### src/rtl/mem_arb_pkg.sv
// Shared types and sizing for the cache-fill memory arbiter.
// Ports: none (package).
package mem_arb_pkg;

  localparam int ADDR_W    = 16;
  localparam int DATA_W    = 16;
  localparam int BLK_WDS   = 8;
  localparam int BLK_IDX_W = 3;
  localparam int MEM_LAT   = 4;

  typedef enum logic [1:0] {
    IDLE,
    ISSUE,
    DRAIN,
    WRITE
  } state_e;

  typedef enum logic [1:0] {
    NONE,
    OWN_I,
    OWN_D
  } owner_e;

endpackage

### src/rtl/mem_arb_cnt.sv
// Block word counter: counts 0..BLK_WDS-1 and wraps.
// Ports: clk_i, rst_i, en_i (count), clr_i (to 0), cnt_o, wrap_o (at last word).
module mem_arb_cnt
  import mem_arb_pkg::*;
(
  input  logic                 clk_i,
  input  logic                 rst_i,
  input  logic                 en_i,
  input  logic                 clr_i,
  output logic [BLK_IDX_W-1:0] cnt_o,
  output logic                 wrap_o
);

  logic [BLK_IDX_W-1:0] cnt_q;

  always_ff @(posedge clk_i or posedge rst_i) begin
    if (rst_i) begin
      cnt_q <= '0;
    end else if (clr_i) begin
      cnt_q <= '0;
    end else if (en_i) begin
      cnt_q <= cnt_q + 1'b1;
    end
  end

  assign cnt_o  = cnt_q;
  assign wrap_o = (cnt_q == BLK_IDX_W'(BLK_WDS - 1));

endmodule

### src/rtl/mem_fill_arbiter.sv
// Arbitrates I/D cache misses onto one memory, sequences block fills,
// steers returns to the owner and issues D-side single-word writes.
// Ports: clk, rst; i_req/i_addr; d_req/d_wr/d_addr/d_wdata; mem_* memory
// side; fill_data/fill_word/i_fill_vld/d_fill_vld; i_done/d_done; busy.
module mem_fill_arbiter
  import mem_arb_pkg::*;
(
  input  logic                 clk,
  input  logic                 rst,
  input  logic                 i_req,
  input  logic [ADDR_W-1:0]    i_addr,
  input  logic                 d_req,
  input  logic                 d_wr,
  input  logic [ADDR_W-1:0]    d_addr,
  input  logic [DATA_W-1:0]    d_wdata,
  output logic [ADDR_W-1:0]    mem_addr,
  output logic                 mem_en,
  output logic                 mem_wr,
  output logic [DATA_W-1:0]    mem_wdata,
  input  logic [DATA_W-1:0]    mem_rdata,
  input  logic                 mem_rvalid,
  output logic [DATA_W-1:0]    fill_data,
  output logic [BLK_IDX_W-1:0] fill_word,
  output logic                 i_fill_vld,
  output logic                 d_fill_vld,
  output logic                 i_done,
  output logic                 d_done,
  output logic                 busy
);

  state_e              state_q;
  owner_e              owner_q;
  owner_e              last_q;
  logic [ADDR_W-1:0]   addr_q;
  logic [DATA_W-1:0]   wdata_q;

  logic [BLK_IDX_W-1:0] iss_cnt;
  logic [BLK_IDX_W-1:0] rx_cnt;
  logic                 iss_wrap;
  logic                 rx_wrap;

  logic issuing;
  logic writing;
  logic filling;
  logic last_rx;
  logic gnt_i;
  logic gnt_d;

  assign issuing = (state_q == ISSUE);
  assign writing = (state_q == WRITE);
  // Returns outside a fill (e.g. stale after reset) are dropped here.
  assign filling = mem_rvalid &&
                   (state_q == ISSUE || state_q == DRAIN);
  assign last_rx = filling && rx_wrap;

  // Round-robin on a tie: the side that did not go last wins.
  assign gnt_d = d_req && (!i_req || last_q == OWN_I);
  assign gnt_i = i_req && !gnt_d;

  mem_arb_cnt u_iss_cnt (
    .clk_i  (clk),
    .rst_i  (rst),
    .en_i   (issuing),
    .clr_i  (state_q == IDLE),
    .cnt_o  (iss_cnt),
    .wrap_o (iss_wrap)
  );

  mem_arb_cnt u_rx_cnt (
    .clk_i  (clk),
    .rst_i  (rst),
    .en_i   (filling),
    .clr_i  (last_rx || state_q == IDLE),
    .cnt_o  (rx_cnt),
    .wrap_o (rx_wrap)
  );

  always_ff @(posedge clk or posedge rst) begin
    if (rst) begin
      state_q <= IDLE;
      owner_q <= NONE;
      last_q  <= OWN_I;
      addr_q  <= '0;
      wdata_q <= '0;
    end else begin
      unique case (state_q)
        IDLE: begin
          if (gnt_d) begin
            owner_q <= OWN_D;
            last_q  <= OWN_D;
            addr_q  <= d_addr;
            wdata_q <= d_wdata;
            state_q <= d_wr ? WRITE : ISSUE;
          end else if (gnt_i) begin
            owner_q <= OWN_I;
            last_q  <= OWN_I;
            addr_q  <= i_addr;
            state_q <= ISSUE;
          end
        end
        ISSUE: begin
          if (last_rx) begin
            owner_q <= NONE;
            state_q <= IDLE;
          end else if (iss_wrap) begin
            state_q <= DRAIN;
          end
        end
        DRAIN: begin
          if (last_rx) begin
            owner_q <= NONE;
            state_q <= IDLE;
          end
        end
        WRITE: begin
          owner_q <= NONE;
          state_q <= IDLE;
        end
      endcase
    end
  end

  always_comb begin
    mem_addr = '0;
    if (issuing) begin
      mem_addr = {addr_q[ADDR_W-1:4], iss_cnt, 1'b0};
    end else if (writing) begin
      mem_addr = addr_q;
    end
  end

  assign mem_en    = issuing || writing;
  assign mem_wr    = writing;
  assign mem_wdata = writing ? wdata_q : '0;

  assign fill_data  = mem_rdata;
  assign fill_word  = filling ? rx_cnt : '0;
  assign i_fill_vld = filling && (owner_q == OWN_I);
  assign d_fill_vld = filling && (owner_q == OWN_D);
  assign i_done     = last_rx && (owner_q == OWN_I);
  assign d_done     = (last_rx && (owner_q == OWN_D)) || writing;
  assign busy       = (state_q != IDLE);

endmodule

### config.mk
export PLATFORM = sky130hd
export DESIGN_NAME = mem_fill_arbiter
export DESIGN_NICKNAME = d
export VERILOG_FILES = /design/src/rtl/mem_arb_pkg.sv /design/src/rtl/mem_arb_cnt.sv /design/src/rtl/mem_fill_arbiter.sv
export SDC_FILE = /design/constraint.sdc
export NUM_CORES = 1
export LEC_CHECK = 0
export CORE_MARGIN = 3
export CORE_UTILIZATION = 40
export CTS_CLUSTER_SIZE = 25
export DETAILED_ROUTE_END_ITERATION = 16
export PLACE_DENSITY = 0.8
export REMOVE_ABC_BUFFERS = 1
export SLEW_MARGIN = 20
export SYNTH_ARGS = -nofsm -noshare
export SYNTH_HDL_FRONTEND = slang
export SYNTH_SLANG_ARGS = --single-unit
### constraint.sdc
create_clock -name clk -period 2.4 [get_ports clk]
set_clock_uncertainty 0.15 [all_clocks]
set_input_delay 0.36 -clock clk [delete_from_list [all_inputs] [get_ports clk]]
set_output_delay 0.36 -clock clk [all_outputs]
set_load 0.05 [all_outputs]
==> impl_metrics.env, run 1 <==
export IMPL_status="complete, no violations"
export IMPL_antenna_found_initial=0
export IMPL_fin_setup_tns_ns=0
export IMPL_grt_first_pass_wirelength_mm=9.82
export IMPL_fin_cells=395
export IMPL_antenna_left=0
export IMPL_io_pins=128
export IMPL_htreeDepth=2
export IMPL_ir_drop_mv=0.668
export IMPL_cts_tree="done"
export IMPL_final_hold_viol_count=0
export IMPL_diodes=0
export IMPL_first_pass_iters=4
export IMPL_synth_warnings=0
export IMPL_r2r_setup_slack_ns=0.45
export IMPL_placedCellCount=387
export IMPL_via_per_inst=4.98
export IMPL_worstPathMaxFanout=8
export IMPL_vias=1967
export IMPL_fill_cells=456
export IMPL_die_w_um=84.3
export IMPL_ys_ff_latch=44
export IMPL_async_flop_share_pct=100
export IMPL_drv_cap=0
export IMPL_cts_sinks=44
export IMPL_finalCriticalPeriod_ns=2.24
export IMPL_synth_top_cell_by_area="dfrtp_1"
export IMPL_fin_area_um2=3740
export IMPL_drt_iter0_drc=82
export IMPL_grt_max_degree=25
export IMPL_grt_ovfl_total=0
export IMPL_clockBufferDepth=2
export IMPL_synth_cell_type_count=32
export IMPL_clk_pin_slew_worst_paths_ns=0.08
export IMPL_drv_slew=0
export IMPL_hold_path_class="input port to async pin"
export IMPL_setup_violations=0
export IMPL_power_uw=4630
export IMPL_required_ns=1.89
export IMPL_hold_buffers=0
export IMPL_track_usage_pct=17.0
export IMPL_start_util_pct=42.9
export IMPL_rsz0062_at_grt="no"
export IMPL_area_growth_pct=52.7
export IMPL_fmax_mhz=446
export IMPL_seqCellArea_um2=1100
export IMPL_place_area_um2=3660
export IMPL_clk_latency_ns=0.28
export IMPL_end_kind="output port"
export IMPL_drc_errors=0
export IMPL_core_area_um2=5710
export IMPL_r2r_start="state_q[0]"
export IMPL_yosysSeqAreaShare_pct=45.0
export IMPL_io_buffers=95
export IMPL_die_h_um=84.3
export IMPL_synth_edf_count=0
export IMPL_p_leak_uw=0.00176
export IMPL_period_share_pct=93.4
export IMPL_synth_ff_type="dfrtp_1"
export IMPL_wl_mm=5.89
export IMPL_synth_area_um2=2450
export IMPL_multi_input_area_um2=1120
export IMPL_gp_congestion=0.720
export IMPL_routedWlPerCell_um=14.9
export IMPL_grt_pass1_vias=2099
export IMPL_netlist_instances=236
export IMPL_synth_top_cell_area_share_pct=43.9
export IMPL_start_kind="flip-flop"
export IMPL_ctsRootBufferMaster="clkbuf_8"
export IMPL_worstPathArrival_ns=1.73
export IMPL_powerDensity_nw_per_um2=1240
export IMPL_r2r_cells=6
export IMPL_cts_buffers_inserted=5
export IMPL_worst_setup_path_type="flip-flop to output port"
export IMPL_drive_gt1_share_pct=25.4
export IMPL_yosys_top_cells_area="dfrtp_1, mux2_4, mux2i_1, buf_4, ha_1"
export IMPL_dieArea_um2=7100
export IMPL_slew_headroom_pct=62.5
export IMPL_utilization_pct=65.6
export IMPL_synth_avg_cell_area_um2=10.4
export IMPL_rows=27
export IMPL_post_dp_hpwl_mm=4.69
export IMPL_reg2reg_to="wdata_q[11]"
export IMPL_max_slew_worst_pin_slew_ns=0.559
export IMPL_nets=401
## critical path: stages, from the launching register on
cell     delay, ns
dfrtp_1       0.40
inv_1         0.10
ha_1          0.36
nand2_1       0.20
nor2_1        0.24
buf_12        0.17
## routing by layer
| metal | global-route usage [%] | vias to the layer above | part of all wire, % |
|---|---|---|---|
| met5 | 2.80 | - | 0 |
| met1 | 20.8 | 926 | 40 |
| met4 | 5.26 | 0 | 1.7 |
| met3 | 6.58 | 10 | 9.0 |
| li1 | - | 938 | - |
| met2 | 27.3 | 93 | 49 |
## synth_stat cells, drive strengths merged, types with 6 or more instances
| library cell | count |
|---|---|
| a21oi | 13 |
| a22oi | 7 |
| and2 | 17 |
| buf | 20 |
| clkbuf | 6 |
| dfrtp | 43 |
| ha | 9 |
| inv | 14 |
| mux2 | 18 |
| mux2i | 13 |
| nand2 | 8 |
| nor2 | 23 |
| nor2b | 15 |
| o21ai | 11 |
## where the power goes
| group | total, µW | leakage [µW] | switching [µW] | internal (µW) |
|---|---|---|---|---|
| clock | 433 | 0.0000422 | 229 | 204 |
| combinational | 2900 | 0.00119 | 1620 | 1280 |
| sequential | 1290 | 0.000529 | 196 | 1090 |
## through the flow
stage | hold slack (ns) | setup slack [ns]
2_1_floorplan | 0.315 | -0.229
3_3_place_gp | 0.332 | 0.370
3_5_place_dp | 0.336 | 0.317
4_1_cts | 0.209 | 0.124
5_1_grt | 0.239 | 0.00368
6_report | 0.199 | 0.157
## cell families (layout without fill, tap and decap cells)
family	count (synthesis)	in the layout	share of synthesized area, %
AND/OR/NAND/NOR	74	74	15.9
AO/OA/AOI/OAI	37	37	9.19
buffers and inverters	40	127	9.55
flip-flops	44	44	45.0
multiplexers	31	31	15.4
XOR/XNOR	1	1	0.357
adder cells (fa/ha/maj)	9	9	4.59
## how the worst max path moves through the flow
| stage | startpoint | endpoint | slack (ns) | cells after the start |
|---|---|---|---|---|
| detailed placement | i_req | wdata_q[11] | 0.32 | 6 |
| global placement | i_req | wdata_q[14] | 0.37 | 6 |
| CTS | state_q[1] | d_done | 0.12 | 5 |
| finish | state_q[1] | i_fill_vld | 0.16 | 5 |
| global route | state_q[1] | i_fill_vld | 0.004 | 5 |
| floorplan | state_q[1] | mem_addr[10] | -0.23 | 3 |
## flip-flops by register name, summed over array words and instances (netlist names)
| register | cells |
|---|---|
| owner_q | 2 |
| wdata_q | 16 |
| u_rx_cnt.cnt_o | 3 |
| u_iss_cnt.cnt_o | 3 |
| last_q | 2 |
| state_q | 2 |
| addr_q | 16 |
## layout make-up
class | instances | area share [%]
clock buffers | 7 | 2.04
clock inverters | 1 | 0.134
inverters | 14 | 1.40
multi-input cells | 152 | 29.9
flip-flops and latches | 44 | 29.4
well taps | 72 | 2.41
repair buffers | 105 | 34.6
## what timing repair did
| item | in CTS | in global routing |
|---|---|---|
| setup endpoints to repair | 0 | 2 |
| resized for setup | 0 | 2 |
| setup buffers | 0 | 0 |
## cell usage in the layout (no fill, tap or decap), types with 5 or more instances in the layout
cell type / synthesis / routed
and2_1: 17 / 17
dfrtp_1: 43 / 43
buf_12: 0 / 30
a21oi_1: 13 / 13
mux2_2: 6 / 6
o21ai_0: 9 / 9
mux2_4: 12 / 12
nor2_1: 23 / 22
ha_1: 9 / 9
mux2i_1: 13 / 13
nand2_1: 8 / 8
clkbuf_8: 0 / 5
inv_1: 14 / 13
a22oi_1: 7 / 7
buf_4: 16 / 22
nor2b_1: 14 / 14
clkdlybuf4s50_1: 0 / 53
Power figures use the tool's default switching activity.
==> run 2, diff against run 1 <==
--- a/config.mk
+++ b/config.mk
@@ -11,6 +11,7 @@
 export DETAILED_ROUTE_END_ITERATION = 16
 export PLACE_DENSITY = 0.8
 export REMOVE_ABC_BUFFERS = 1
+export SETUP_SLACK_MARGIN = 0.02
 export SLEW_MARGIN = 20
 export SYNTH_ARGS = -nofsm -noshare
 export SYNTH_HDL_FRONTEND = slang
==> impl_metrics.env, run 2 (synthesis gave the netlist of run 1 again) <==
export IMPL_setup_violations=0
export IMPL_start_util_pct=42.9
export IMPL_start_kind="flip-flop"
export IMPL_htreeDepth=2
export IMPL_p_leak_uw=0.00176
export IMPL_max_slew_worst_pin_slew_ns=0.559
export IMPL_ir_drop_mv=0.668
export IMPL_core_area_um2=5710
export IMPL_via_per_inst=4.96
export IMPL_rsz0062_at_grt="yes"
export IMPL_fill_cells=456
export IMPL_gp_congestion=0.720
export IMPL_hold_slack_ns=0.197
export IMPL_cts_sinks=44
export IMPL_routedWlPerCell_um=14.9
export IMPL_antenna_left=0
export IMPL_grt_max_degree=25
export IMPL_diodes=0
export IMPL_ctsRootBufferMaster="clkbuf_8"
export IMPL_status="complete, no violations"
export IMPL_worst_setup_path_type="flip-flop to output port"
export IMPL_final_hold_viol_count=0
export IMPL_die_w_um=84.3
export IMPL_fmax_mhz=445
export IMPL_worstPathMaxFanout=6
export IMPL_post_dp_hpwl_mm=4.69
export IMPL_cts_buffers_inserted=5
export IMPL_die_h_um=84.3
export IMPL_grt_pass1_vias=2099
export IMPL_vias=1959
export IMPL_io_pins=128
export IMPL_hold_path_class="input port to async pin"
export IMPL_drv_slew=0
export IMPL_clk_latency_ns=0.28
export IMPL_wl_mm=5.90
export IMPL_first_pass_iters=4
export IMPL_area_growth_pct=52.8
export IMPL_drt_iter0_drc=77
export IMPL_required_ns=1.89
export IMPL_hold_buffers=0
export IMPL_powerDensity_nw_per_um2=1240
export IMPL_track_usage_pct=17.0
export IMPL_layout_commonest_cell="clkdlybuf4s50_1"
export IMPL_drc_errors=0
export IMPL_grt_first_pass_wirelength_mm=9.82
export IMPL_clockBufferDepth=2
export IMPL_period_share_pct=93.7
export IMPL_cts_tree="done"
export IMPL_rows=27
export IMPL_slew_headroom_pct=62.5
export IMPL_io_buffers=95
export IMPL_grt_ovfl_total=0
export IMPL_worstPathArrival_ns=1.74
export IMPL_fin_setup_tns_ns=0
export IMPL_finalCriticalPeriod_ns=2.25
export IMPL_drive_gt1_share_pct=25.7
export IMPL_dieArea_um2=7100
export IMPL_drv_cap=0
export IMPL_end_kind="output port"
export IMPL_layout_common_cells="clkdlybuf4s50_1, dfrtp_1, buf_12, nor2_1, buf_4"
export IMPL_clk_pin_slew_worst_paths_ns=0.08
export IMPL_nets=401
export IMPL_antenna_found_initial=0
export IMPL_top_regs="addr_q (16), wdata_q (16)"
run 2: critical path, cell delays in order (launching register included):
cell and delay [ns]:
dfrtp_1 0.40, inv_1 0.09, ha_1 0.38, nand3_1 0.19, nor2_1 0.23, buf_12 0.16
run 2: per-stage QoR:
step / util (%) / power (µW) / setup slack [ns] / std cells / cell area [µm²]
floorplan: - / 3090 / -0.229 / 210 / 2270
finish: 65.6 / 4630 / 0.151 / 395 / 3750
global route: 65.6 / 4920 / 0.0134 / 395 / 3750
detailed placement: 64.0 / 4220 / 0.317 / 387 / 3660
global placement: 64.0 / 4130 / 0.370 / 387 / 3660
CTS: 65.5 / 4660 / 0.124 / 395 / 3740
run 2: what timing repair did:
action | in CTS | in global routing
hold endpoints to repair | 0 | 0
setup buffers | 0 | 0
setup endpoints to repair | 0 | 3
gates resized for setup | 0 | 3
run 2: per-layer routing:
layer | GRT usage (%) | up-vias | wire length, µm | share of wire (%)
met2 | 27.3 | 89 | 2890 | 49
met1 | 20.8 | 920 | 2400 | 41
met5 | 2.80 | - | 0 | 0
li1 | - | 940 | - | -
met3 | 6.58 | 10 | 517 | 8.8
met4 | 5.26 | 0 | 99 | 1.7
run 2: power by group:
group          switching (µW)  internal (µW)
Clock                     230            204
Sequential                197           1090
Combinational            1630           1280
run 2: worst paths after layout:
check | slack, ns | endpoint | depth (start not counted) | startpoint
worst max-delay path | 0.15 | i_done | 5 | state_q[1]
worst max register to register | 0.46 | wdata_q[11] | 6 | state_q[0]
worst min-delay path | 0.20 | wdata_q[4] | 2 | rst
worst min register to register | 0.35 | wdata_q[0] | 1 | wdata_q[0]
max in group asynchronous | 1.31 | last_q[0] | 3 | rst
min in group clk | 0.35 | wdata_q[0] | 1 | wdata_q[0]
run 2: cell type report:
| type | instances | area, µm² | area share, % |
|---|---|---|---|
| Clock buffer | 7 | 76.3 | 2.04 |
| Clock inverter | 1 | 5.00 | 0.134 |
| Inverter | 14 | 52.6 | 1.40 |
| Multi-Input combinational cell | 152 | 1120 | 30.0 |
| Sequential cell | 44 | 1100 | 29.4 |
| Tap cell | 72 | 90.1 | 2.40 |
| Timing Repair Buffer | 105 | 1300 | 34.6 |
==> run 3, diff against run 2 <==
--- a/config.mk
+++ b/config.mk
@@ -15,4 +15,5 @@
 export SLEW_MARGIN = 20
 export SYNTH_ARGS = -nofsm -noshare
 export SYNTH_HDL_FRONTEND = slang
+export SYNTH_HIERARCHICAL = 1
 export SYNTH_SLANG_ARGS = --single-unit
==> impl_metrics.env, run 3 <==
export IMPL_wl_mm=5.98
export IMPL_post_dp_hpwl_mm=4.67
export IMPL_start_util_pct=42.7
export IMPL_htreeDepth=2
export IMPL_placedCellCount=386
export IMPL_hold_buffers=0
export IMPL_routedWlPerCell_um=15.2
export IMPL_track_usage_pct=17.7
export IMPL_p_leak_uw=0.00171
export IMPL_max_slew_worst_pin_slew_ns=0.447
export IMPL_synth_edf_count=0
export IMPL_ctsRootBufferMaster="clkbuf_8"
export IMPL_netlist_instances=238
export IMPL_seqCellArea_um2=1100
export IMPL_synth_top_cell_by_area="dfrtp_1"
export IMPL_layout_commonest_cell="clkdlybuf4s50_1"
export IMPL_required_ns=1.89
export IMPL_layout_common_cells="clkdlybuf4s50_1, dfrtp_1, buf_12, nor2_1"
export IMPL_synth_area_um2=2440
export IMPL_fmax_mhz=445
export IMPL_die_w_um=84.1
export IMPL_via_per_inst=4.84
export IMPL_worst_slack_ns=0.155
export IMPL_diodes=0
export IMPL_synth_cell_type_count=32
export IMPL_cts_tree="done"
export IMPL_multi_input_area_um2=1100
export IMPL_post_cts_buffers=0
export IMPL_grt_ovfl_total=0
export IMPL_rows=27
export IMPL_worst_setup_path_type="flip-flop to output port"
export IMPL_grt_pass1_vias=1990
export IMPL_cts_resized=0
export IMPL_finalCriticalPeriod_ns=2.25
export IMPL_hold_path_class="input port to async pin"
export IMPL_rsz0062_at_grt="yes"
export IMPL_cts_buffers_inserted=5
export IMPL_setup_violations=0
export IMPL_first_pass_iters=4
export IMPL_fin_cells=394
export IMPL_power_uw=4650
export IMPL_yosysSeqAreaShare_pct=45.2
export IMPL_synth_warnings=6
export IMPL_yosys_top_cells_area="dfrtp_1, mux2i_1, mux2_2, buf_4, ha_1"
export IMPL_clockBufferDepth=2
export IMPL_drt_iter0_drc=79
export IMPL_cts_sinks=44
export IMPL_synth_top_cell_area_share_pct=44.1
export IMPL_grt_max_degree=35
export IMPL_antenna_left=0
export IMPL_synth_ff_type="dfrtp_1"
export IMPL_io_buffers=95
export IMPL_io_pins=128
export IMPL_clk_latency_ns=0.30
export IMPL_final_hold_viol_count=0
export IMPL_drv_slew=0
export IMPL_slew_headroom_pct=70.2
export IMPL_area_growth_pct=51.6
export IMPL_start_kind="flip-flop"
export IMPL_worstPathMaxFanout=13
export IMPL_async_flop_share_pct=100
export IMPL_worstPathArrival_ns=1.74
export IMPL_antenna_found_initial=0
export IMPL_vias=1906
export IMPL_clk_pin_slew_worst_paths_ns=0.08
export IMPL_drive_gt1_share_pct=25.8
export IMPL_synth_most_common_cell="dfrtp_1"
export IMPL_powerDensity_nw_per_um2=1260
export IMPL_status="complete, no violations"
export IMPL_die_h_um=84.1
export IMPL_netlist_top_cells_count="dfrtp_1, nor2_1, mux2i_1"
export IMPL_nets=400
export IMPL_core_area_um2=5710
export IMPL_synth_avg_cell_area_um2=10.3
export IMPL_gp_congestion=0.735
export IMPL_drc_errors=0
export IMPL_period_share_pct=93.5
export IMPL_r2r_cells=7
export IMPL_end_kind="output port"
export IMPL_fill_cells=448
export IMPL_ys_ff_latch=44
export IMPL_dieArea_um2=7070
export IMPL_drv_cap=0
export IMPL_pre_cts_slack_ns=0.336
export IMPL_top_regs="addr_q (16), wdata_q (16)"
export IMPL_ir_drop_mv=0.578
export IMPL_grt_first_pass_wirelength_mm=9.90
-- run 3: logic make-up (layout without fill, tap and decap cells) --
| group | count (synthesis) | in the layout | synth area share, % |
|---|---|---|---|
| AND/OR/NAND/NOR | 76 | 76 | 15.9 |
| flip-flops | 44 | 44 | 45.2 |
| buffers and inverters | 40 | 124 | 9.95 |
| multiplexers | 37 | 37 | 16.1 |
| AO/OA/AOI/OAI | 30 | 30 | 7.59 |
| adder cells (fa/ha/maj) | 9 | 9 | 4.62 |
| XOR/XNOR | 2 | 2 | 0.718 |
-- run 3: worst paths after layout --
check                      slack [ns]        from            endpoint
max                              0.15  state_q[1]         mem_addr[4]
min                              0.16         rst  u_iss_cnt/cnt_o[1]
max reg2reg                      0.43  state_q[0]           addr_q[5]
min reg2reg                      0.35  wdata_q[3]          wdata_q[3]
max in group asynchronous        1.19         rst           last_q[0]
min in group clk                 0.35  wdata_q[3]          wdata_q[3]
-- run 3: power breakdown --
part / switching [µW] / internal (µW)
Combinational: 1690 / 1210
Clock: 251 / 230
Sequential: 177 / 1100
-- run 3: through the flow --
| stage | hold WS [ns] | utilization, % | cell area (µm²) | TNS (ns) |
|---|---|---|---|---|
| 2_1_floorplan | -0.0364 | - | 2250 | -4.81 |
| 3_3_place_gp | 0.330 | 63.1 | 3600 | 0 |
| 3_5_place_dp | 0.337 | 63.1 | 3600 | 0 |
| 4_1_cts | 0.160 | 64.7 | 3690 | 0 |
| 5_1_grt | 0.156 | 64.8 | 3700 | 0 |
| 6_report | 0.157 | 64.8 | 3700 | 0 |
-- run 3: final cells by class --
cell class,count,area share [%]
Sequential cell,44,29.8
Tap cell,72,2.43
Multi-Input combinational cell,154,29.8
Timing Repair Buffer,102,34.1
Inverter,14,1.42
Clock inverter,2,0.271
Clock buffer,6,2.23
-- run 3: layer usage --
layer,up-vias,track usage [%],part of all wire [%]
li1,936,-,-
met1,884,20.0,38
met2,82,29.4,51
met3,4,8.88,10
met4,0,5.26,0.80
met5,-,0,0
-- run 3: critical path: stages (launching register included) --
cell and delay (ns):
dfrtp_1 0.42, inv_1 0.11, ha_2 0.32, nor2_1 0.07, buf_4 0.19, nor2b_1 0.12, buf_4 0.20
